--- src/rtl/pca_ctrl_pkg.sv ---
// Shared types and constants for the PCA-style PWM controller sleep/restart logic.
// Latency: n/a (package only).
// Backpressure: n/a (package only).
//
// Contents: FSM state encoding, default oscillator-settle and drain-timeout
// constants, the per-state output decode, and the timer width helper.
package pca_ctrl_pkg;

    // Encodings are visible on state_o and must stay fixed.
    typedef enum logic [2:0] {
        ST_SLEEP = 3'd0,
        ST_WAKE  = 3'd1,
        ST_RUN   = 3'd2,
        ST_DRAIN = 3'd3,
        ST_HOLD  = 3'd4
    } pca_state_e;

    // 500 us at 25 MHz.
    localparam int unsigned DEF_WAKE_CYCLES   = 12500;
    localparam int unsigned DEF_DRAIN_TIMEOUT = 65535;

    typedef struct packed {
        logic osc_en;
        logic hold;
    } pwr_ctrl_t;

    // Oscillator runs only once it has settled (RUN/DRAIN/HOLD); LED outputs are
    // held off whenever the PWM counter is not allowed to drive them.
    function automatic pwr_ctrl_t state_outputs(input pca_state_e st);
        pwr_ctrl_t o;
        o.osc_en = 1'b0;
        o.hold   = 1'b1;
        case (st)
            ST_RUN:   begin o.osc_en = 1'b1; o.hold = 1'b0; end
            ST_DRAIN: begin o.osc_en = 1'b1; o.hold = 1'b0; end
            ST_HOLD:  begin o.osc_en = 1'b1; o.hold = 1'b1; end
            default:  begin o.osc_en = 1'b0; o.hold = 1'b1; end
        endcase
        return o;
    endfunction

    // Bits needed for a down-counter shared by both timed states.
    function automatic int unsigned timer_width(input int unsigned a, input int unsigned b);
        int unsigned m;
        m = (a > b) ? a : b;
        return (m > 1) ? $clog2(m) : 1;
    endfunction

endpackage

--- src/rtl/cycle_timer.sv ---
// Loadable saturating down-counter with a zero flag.
// Latency: load/decrement take effect on the next rising edge; zero_o is a decode of the register.
// Backpressure: none; decrement requests at zero are ignored so the count never wraps.
//
// Ports: clk_i/rst_ni clock and async active-low reset; load_i/load_val_i load
// a new count (load wins over decrement); dec_i decrement by one; zero_o count is 0.
module cycle_timer #(
    parameter int unsigned WIDTH = 16
) (
    input  logic             clk_i,
    input  logic             rst_ni,
    input  logic             load_i,
    input  logic [WIDTH-1:0] load_val_i,
    input  logic             dec_i,
    output logic             zero_o
);

    logic [WIDTH-1:0] count_q;
    logic [WIDTH-1:0] count_d;

    always_comb begin
        count_d = count_q;
        if (load_i) begin
            count_d = load_val_i;
        end else if (dec_i && (count_q != '0)) begin
            count_d = count_q - WIDTH'(1);
        end
    end

    always_ff @(posedge clk_i or negedge rst_ni) begin
        if (!rst_ni) begin
            count_q <= '0;
        end else begin
            count_q <= count_d;
        end
    end

    assign zero_o = (count_q == '0);

endmodule

--- src/rtl/sleep_restart_ctrl.sv ---
// Sleep / oscillator-wake / drain / restart-hold sequencer for the PWM controller.
// Latency: all outputs registered and decoded from next state, so they change together with state_o.
// Backpressure: none; inputs are sampled every cycle, restart_wr_i only acts in HOLD.
//
// Ports:
//   clk_i, rst_ni     clock, async active-low reset
//   sleep_i           MODE1 SLEEP level
//   restart_wr_i      pulse: MODE1 write with RESTART=1
//   pwm_active_i      some channel is actively toggling
//   counter_wrap_i    pulse: prescaled counter wrapped 4095->0
//   osc_en_o          prescaler clock enable
//   hold_o            force LED outputs to output-disable value
//   restart_flag_o    MODE1 RESTART readback
//   state_o           current FSM state
module sleep_restart_ctrl
    import pca_ctrl_pkg::*;
#(
    parameter int unsigned WAKE_CYCLES   = DEF_WAKE_CYCLES,
    parameter int unsigned DRAIN_TIMEOUT = DEF_DRAIN_TIMEOUT
) (
    input  logic       clk_i,
    input  logic       rst_ni,
    input  logic       sleep_i,
    input  logic       restart_wr_i,
    input  logic       pwm_active_i,
    input  logic       counter_wrap_i,
    output logic       osc_en_o,
    output logic       hold_o,
    output logic       restart_flag_o,
    output logic [2:0] state_o
);

    localparam int unsigned CNT_W = timer_width(WAKE_CYCLES, DRAIN_TIMEOUT);

    // The timer is loaded on entry with N-1 and the state is left on the cycle
    // it reads zero, giving a residency of exactly N cycles.
    localparam logic [CNT_W-1:0] WAKE_LOAD  = CNT_W'(WAKE_CYCLES - 1);
    localparam logic [CNT_W-1:0] DRAIN_LOAD = CNT_W'(DRAIN_TIMEOUT - 1);

    pca_state_e       state_q, state_d;
    logic             restart_flag_q, restart_flag_d;
    logic             osc_en_q, osc_en_d;
    logic             hold_q, hold_d;
    pwr_ctrl_t        next_outs;

    logic             tmr_load;
    logic [CNT_W-1:0] tmr_load_val;
    logic             tmr_dec;
    logic             tmr_zero;

    cycle_timer #(
        .WIDTH (CNT_W)
    ) u_cycle_timer (
        .clk_i      (clk_i),
        .rst_ni     (rst_ni),
        .load_i     (tmr_load),
        .load_val_i (tmr_load_val),
        .dec_i      (tmr_dec),
        .zero_o     (tmr_zero)
    );

    always_comb begin
        state_d        = state_q;
        restart_flag_d = restart_flag_q;
        tmr_load       = 1'b0;
        tmr_load_val   = '0;
        tmr_dec        = 1'b0;

        case (state_q)
            ST_SLEEP: begin
                if (!sleep_i) begin
                    state_d      = ST_WAKE;
                    tmr_load     = 1'b1;
                    tmr_load_val = WAKE_LOAD;
                end
            end

            ST_WAKE: begin
                // Going back to sleep abandons the count; the reload on the next
                // SLEEP->WAKE entry restarts the full settle time.
                if (sleep_i) begin
                    state_d = ST_SLEEP;
                end else if (tmr_zero) begin
                    state_d = restart_flag_q ? ST_HOLD : ST_RUN;
                end else begin
                    tmr_dec = 1'b1;
                end
            end

            ST_RUN: begin
                if (sleep_i) begin
                    if (pwm_active_i) begin
                        state_d      = ST_DRAIN;
                        tmr_load     = 1'b1;
                        tmr_load_val = DRAIN_LOAD;
                    end else begin
                        // Nothing is mid-period, so no restart is needed later.
                        state_d = ST_SLEEP;
                    end
                end
            end

            ST_DRAIN: begin
                if (!sleep_i) begin
                    state_d = ST_RUN;
                end else if (counter_wrap_i || tmr_zero) begin
                    // Sleeping with PWM active leaves channels mid-pattern; the
                    // flag lets firmware resume them via RESTART.
                    state_d        = ST_SLEEP;
                    restart_flag_d = 1'b1;
                end else begin
                    tmr_dec = 1'b1;
                end
            end

            ST_HOLD: begin
                // sleep_i has priority; a simultaneous restart write is dropped.
                if (sleep_i) begin
                    state_d = ST_SLEEP;
                end else if (restart_wr_i) begin
                    state_d        = ST_RUN;
                    restart_flag_d = 1'b0;
                end
            end

            default: begin
                state_d = ST_SLEEP;
            end
        endcase

        next_outs = state_outputs(state_d);
        osc_en_d  = next_outs.osc_en;
        hold_d    = next_outs.hold;
    end

    always_ff @(posedge clk_i or negedge rst_ni) begin
        if (!rst_ni) begin
            state_q        <= ST_SLEEP;
            restart_flag_q <= 1'b0;
            osc_en_q       <= 1'b0;
            hold_q         <= 1'b1;
        end else begin
            state_q        <= state_d;
            restart_flag_q <= restart_flag_d;
            osc_en_q       <= osc_en_d;
            hold_q         <= hold_d;
        end
    end

    assign osc_en_o       = osc_en_q;
    assign hold_o         = hold_q;
    assign restart_flag_o = restart_flag_q;
    assign state_o        = state_q;

endmodule

--- config.mk ---
export PLATFORM = sky130hd
export DESIGN_NAME = sleep_restart_ctrl
export DESIGN_NICKNAME = d
export VERILOG_FILES = /design/src/rtl/pca_ctrl_pkg.sv /design/src/rtl/cycle_timer.sv /design/src/rtl/sleep_restart_ctrl.sv
export SDC_FILE = /design/constraint.sdc
export NUM_CORES = 1
export LEC_CHECK = 0
export CAP_MARGIN = 20
export CORE_MARGIN = 5
export CORE_UTILIZATION = 55
export CTS_CLUSTER_DIAMETER = 50
export DETAILED_ROUTE_END_ITERATION = 12
export PLACE_DENSITY = 0.74
export SYNTH_ARGS = -nofsm -noshare
export SYNTH_HDL_FRONTEND = slang
export SYNTH_SLANG_ARGS = --single-unit
--- constraint.sdc ---
create_clock -name clk_i -period 3.6 [get_ports clk_i]
set_clock_uncertainty 0.2 [all_clocks]
set_input_delay 0.36 -clock clk_i [delete_from_list [all_inputs] [get_ports clk_i]]
set_output_delay 0.36 -clock clk_i [all_outputs]
set_load 0.05 [all_outputs]
Yosys cells after proc, flatten, opt, wreduce, memory -nomap -nowiden --
Index checks and enable logic that the tools add are counted.
Operators by class: mux-type cells 32, order comparisons 0, eq/ne operators 11, divide/modulo/power cells 0, add/sub/neg operators 1, reduce and logical (&&, ||, !) cells 9, multipliers 0, bitwise logic cells 0, shifts and indexed selects 0
Operator list (number):
- $mux W16 | 4
- $pmux W16 S2 | 1
- $mux W3 | 9
- $logic_not A16 Y1 | 1
- $reduce_bool A16 Y1 | 1
- $sub A16 B1 Y16 const B | 1
- $pmux W3 S5 | 1
- $mux W14 | 1
- $eq A3 B2 Y1 const B | 4
- $mux W1 | 11
- $ne A2 B2 Y1 const B | 4
- $eq A3 B3 Y1 const B | 2
- $pmux W1 S2 | 3
- $reduce_and A5 Y1 | 1
- $pmux W2 S2 | 1
- $reduce_bool A2 Y1 | 2
- $eq A3 B1 Y1 const B | 1
- $logic_not A3 Y1 | 1
- $mux W2 | 1
- $reduce_or A2 Y1 | 1
- $logic_and A1 B1 Y1 | 1
- $logic_or A1 B1 Y1 | 1
Storage, ports and cells: register bits 22, memory bits (read-only) 0, memory bits (writable) 0, latch bits 0, memories kept 0, output and inout bits 6, logic and storage cells 58

Longest topological paths before layout --
depth after elaboration 8, depth in mapped cells 8

Modules after synthesis --
A second synthesis with hierarchy kept.
Unflattened totals: cells, all modules 162, area total of the unflattened synthesis 1422.6 µm²
By module, submodules not included:
- cycle_timer | instances 1, seq. area each 400.4 µm², area an instance 1063.5 µm², cells each 124
- sleep_restart_ctrl | instances 1, seq. area each 151.4 µm², area an instance 359.1 µm², cells each 38

Worst setup path after synthesis --
Ideal clock, no wire load.
path kind register -> register, start point register u_cycle_timer.count_q[5], end point register u_cycle_timer.count_q[2], cell stages (with the launch flop) 8, setup time 0.133 ns, clock period less this slack 2.407 ns, arrival time 2.074 ns, path buffers 2, path slack 1.193 ns, path through dfrtp_1 -> or4_4 -> buf_6 -> or4b_4 -> buf_6 -> and4b_1 -> a21oi_1 -> o21ai_1
On the way: cells in the longest elaborated chain, start to end 7, elaborated cells between the ends (all ways) 10, those cells by class mux (5); reduce/logical (5)
RTL lines:
- from (decl) | RTL line cycle_timer.sv:18 | logic [WIDTH-1:0] count_q;
- from (signal assigned) | RTL line cycle_timer.sv:34 | count_q <= count_d;
- $logic_not A16 Y1 | RTL line cycle_timer.sv:38 | assign zero_o = (count_q == '0);
- $logic_or A1 B1 Y1 | RTL line sleep_restart_ctrl.sv:106 | end else if (counter_wrap_i || tmr_zero) begin
- $mux W1 | RTL line sleep_restart_ctrl.sv:106
- $mux W1 | RTL line sleep_restart_ctrl.sv:104 | if (!sleep_i) begin
- $pmux W1 S2 | RTL line sleep_restart_ctrl.sv:69 | case (state_q)
- $logic_and A1 B1 Y1 (*) | RTL line cycle_timer.sv:25 | end else if (dec_i && (count_q != '0)) begin
- $reduce_bool A2 Y1 (no line) (*)
Every way passes the cells marked *; elsewhere a longest branch is shown, timed or not. A chain may end at the register's enable or synchronous reset.

Worst setup path in the final report --
start point register u_cycle_timer.count_q[0], end point register u_cycle_timer.count_q[15]
On the way: cells in the longest elaborated chain, start to end 7, elaborated cells between the ends (all ways) 13, those cells by class add/sub (1); mux (7); reduce/logical (5)
RTL lines:
- parallel branches: the longest is 7 deep, another holds $sub A16 B1 Y16
Several ways; the timed one is not identified. The select of a mux whose other input is x is not followed.

==> impl_metrics.tcl <==
set metrics [dict create \
    finalCritPeriodShare 0.702 \
    gp_congestion 0.811 \
    cp_cell_sequence "inv_1 -> ha_1 -> or3b_2 -> or4b_4 -> nand4_1 -> xor2_1 -> o21ai_0" \
    crit_required_ns 3.58 \
    finalPower_mw 0.531 \
    drc_errors 0 \
    slowest_stage "or4b_4" \
    slew_headroom 0.345 \
    track_usage 0.175 \
    max_freq_mhz 396 \
    setup.worst_path.class "reg2reg" \
    fin_setup_tns_ns 0 \
    yosys-top-cells-area "dfrtp_1, xor2_1, nand2_1, o21ai_0, nand4_1" \
    layout_commonest_cell "dfrtp_1" \
    syn_inst 132 \
    grt_pass1_vias 959 \
    ys.flop_type "dfrtp_1" \
    wire_per_inst_um 15.1 \
    worstMarginPinSlew_ns 0.974 \
    place.port_buffers 11 \
    post-place-ws_ns 0.960 \
    postRouteAntennaNets 0 \
    netlist_area_um2 1250 \
    num_vias 1020 \
    p_per_area_nw_per_um2 373 \
    drtIter0Drc 18 \
    core_region_area_um2 2190 \
    max_stage_delay_ns 0.62 \
    final_area_um2 1430 \
    clkSinkCount 22 \
    yosysUniqueCellTypes 39 \
    dp_hpwl_um 1810 \
    grt_pass1_wl_um 4420 \
    dieArea_um2 3320 \
    async_flop_share 1.00 \
    antennaDiodeCount 0 \
    synth_top_area_cell "dfrtp_1" \
    finalNetCount 151 \
    clk_pin_slew_ns 0.13 \
    root_buffer "clkbuf_4" \
    floorplan.rows 17 \
    synth-seq-cells 22 \
    p_leak_nw 0.584 \
    io_pins 12 \
    syn_nets 139 \
    die_h_um 57.6 \
    worstSetupEndpointType "flop" \
    cts_tree "built" \
    status "finished clean" \
    hold_viol_final 0 \
    cts-resized-gates 0 \
    ys_warn_count 0 \
    die_w_um 57.6 \
    ir_drop_uv 405 \
    path_delay_family "simple AND/OR/NAND/NOR gates" \
    cts_made_buffers 3 \
    dr.pass1.iters 4 \
    syn_to_final_growth_pct 14.4 \
    drv_cap 0 \
    drive_above_1_share 0.105 \
    crit_arrival_ns 2.51 \
    maxSlewViolCount 0 \
    grt.met2_usage 0.273 \
    antenna_found_initial 0 \
    vias_per_cell 5.96 \
    synth_edf_count 0 \
    path_max_fanout 11 \
    post-cts-setup-buffers 0 \
    r2r_slack_ns 1.07 \
    grt_max_degree 23 \
    synth.yosys.seq_area_share 0.443 \
    whs_ns 0.0300 \
    met1_usage 0.232 \
    cp_num_buf_inv 1 \
    cts-htree-levels 1 \
    finalCriticalPeriod_ns 2.53 \
    synth_area_per_cell_um2 9.44 \
    setup_viol 0 \
    netlist.area_leader.share 0.422 \
    holdCritPathClass "in2async" \
    layout_common_cells "dfrtp_1, xor2_1, nand2_1, clkdlybuf4s50_1, nor2_1" \
    holdBufCountCts 0 \
    setup_ws_ns 1.07 \
    drt_wl_total_um 2590 \
    use_met3 0.0294 \
    place_area_um2 1360 \
    critPathLaunchType "flop" \
    clkLatencyLatePin_ns 0.32 \
    initial_core_util 0.569 \
    clk_path_buf_depth 2 \
    rsz0062_at_grt "no" \
    grt-ovfl-total 0 \
    grt.busiest_layer "met2" \
]
[per-layer routing]
metal / wire length (um) / share of wire
met2: 1200 / 0.46
met4: 57 / 0.022
met3: 95 / 0.037
met1: 1240 / 0.48
met5: 0 / 0
[state kept, by name (all words and copies together) (netlist names)]
signal	cells
osc_en_o	1
hold_o	1
u_cycle_timer.count_q	16
restart_flag_o	1
state_o	3
[report_power, final]
group          total [mW]  switching, mW  internal, mW
Clock               0.142         0.0797        0.0619
Combinational       0.105         0.0596        0.0451
Sequential          0.285         0.0206         0.264
Total               0.531          0.160         0.371
[kinds of logic (layout without fill, tap and decap cells)]
logic type                 count (synthesis)  in the layout  synth area share
AOI/OAI and AO/OA                         24             24             0.115
xor gates and xnor gates                  14             14            0.0984
adders and majority gates                  1              1            0.0100
and+or+nand+nor                           61             61             0.291
buffers and inverters                     10             21            0.0422
DFF                                       22             22             0.443
[final cells by class]
cell class | instances | area (um^2)
fillers | 189 | 766
multi-input cells | 100 | 642
flip-flops and latches | 22 | 552
repair buffers | 13 | 145
clock buffers | 4 | 36.3
well taps | 28 | 35.0
inverters | 4 | 15.0
[cells in the mapped netlist (2+ instances only)]
cell type / count
buf_6: 2
nor2b_1: 2
nand2_1: 12
or3b_2: 2
a21o_1: 2
xor2_1: 13
nor2_1: 9
dfrtp_1: 21
clkbuf_1: 4
nand4b_1: 2
nand4_1: 6
nand2b_1: 3
nand3b_1: 4
o21ai_0: 8
nor3_1: 5
a21oi_1: 4
inv_1: 4
o21ai_1: 3
nor4_1: 3
nand3_1: 4
[worst paths after layout]
check | from | endpoint | cells past startpoint
max | u_cycle_timer.count_q[0] | u_cycle_timer.count_q[15] | 7
min | rst_ni | restart_flag_o | 1
max reg2reg | u_cycle_timer.count_q[0] | u_cycle_timer.count_q[15] | 7
min reg2reg | u_cycle_timer.count_q[7] | u_cycle_timer.count_q[7] | 2
max in group asynchronous | rst_ni | hold_o | 2
min in group clk_i | u_cycle_timer.count_q[7] | u_cycle_timer.count_q[7] | 2
[stage by stage]
step                      utilization  std cells
after floorplan                     -        132
after global placement          0.621        166
after detailed placement        0.621        166
after CTS                       0.638        170
after global routing            0.650        171
final                           0.650        171
(Power assumes the default switching activity.)
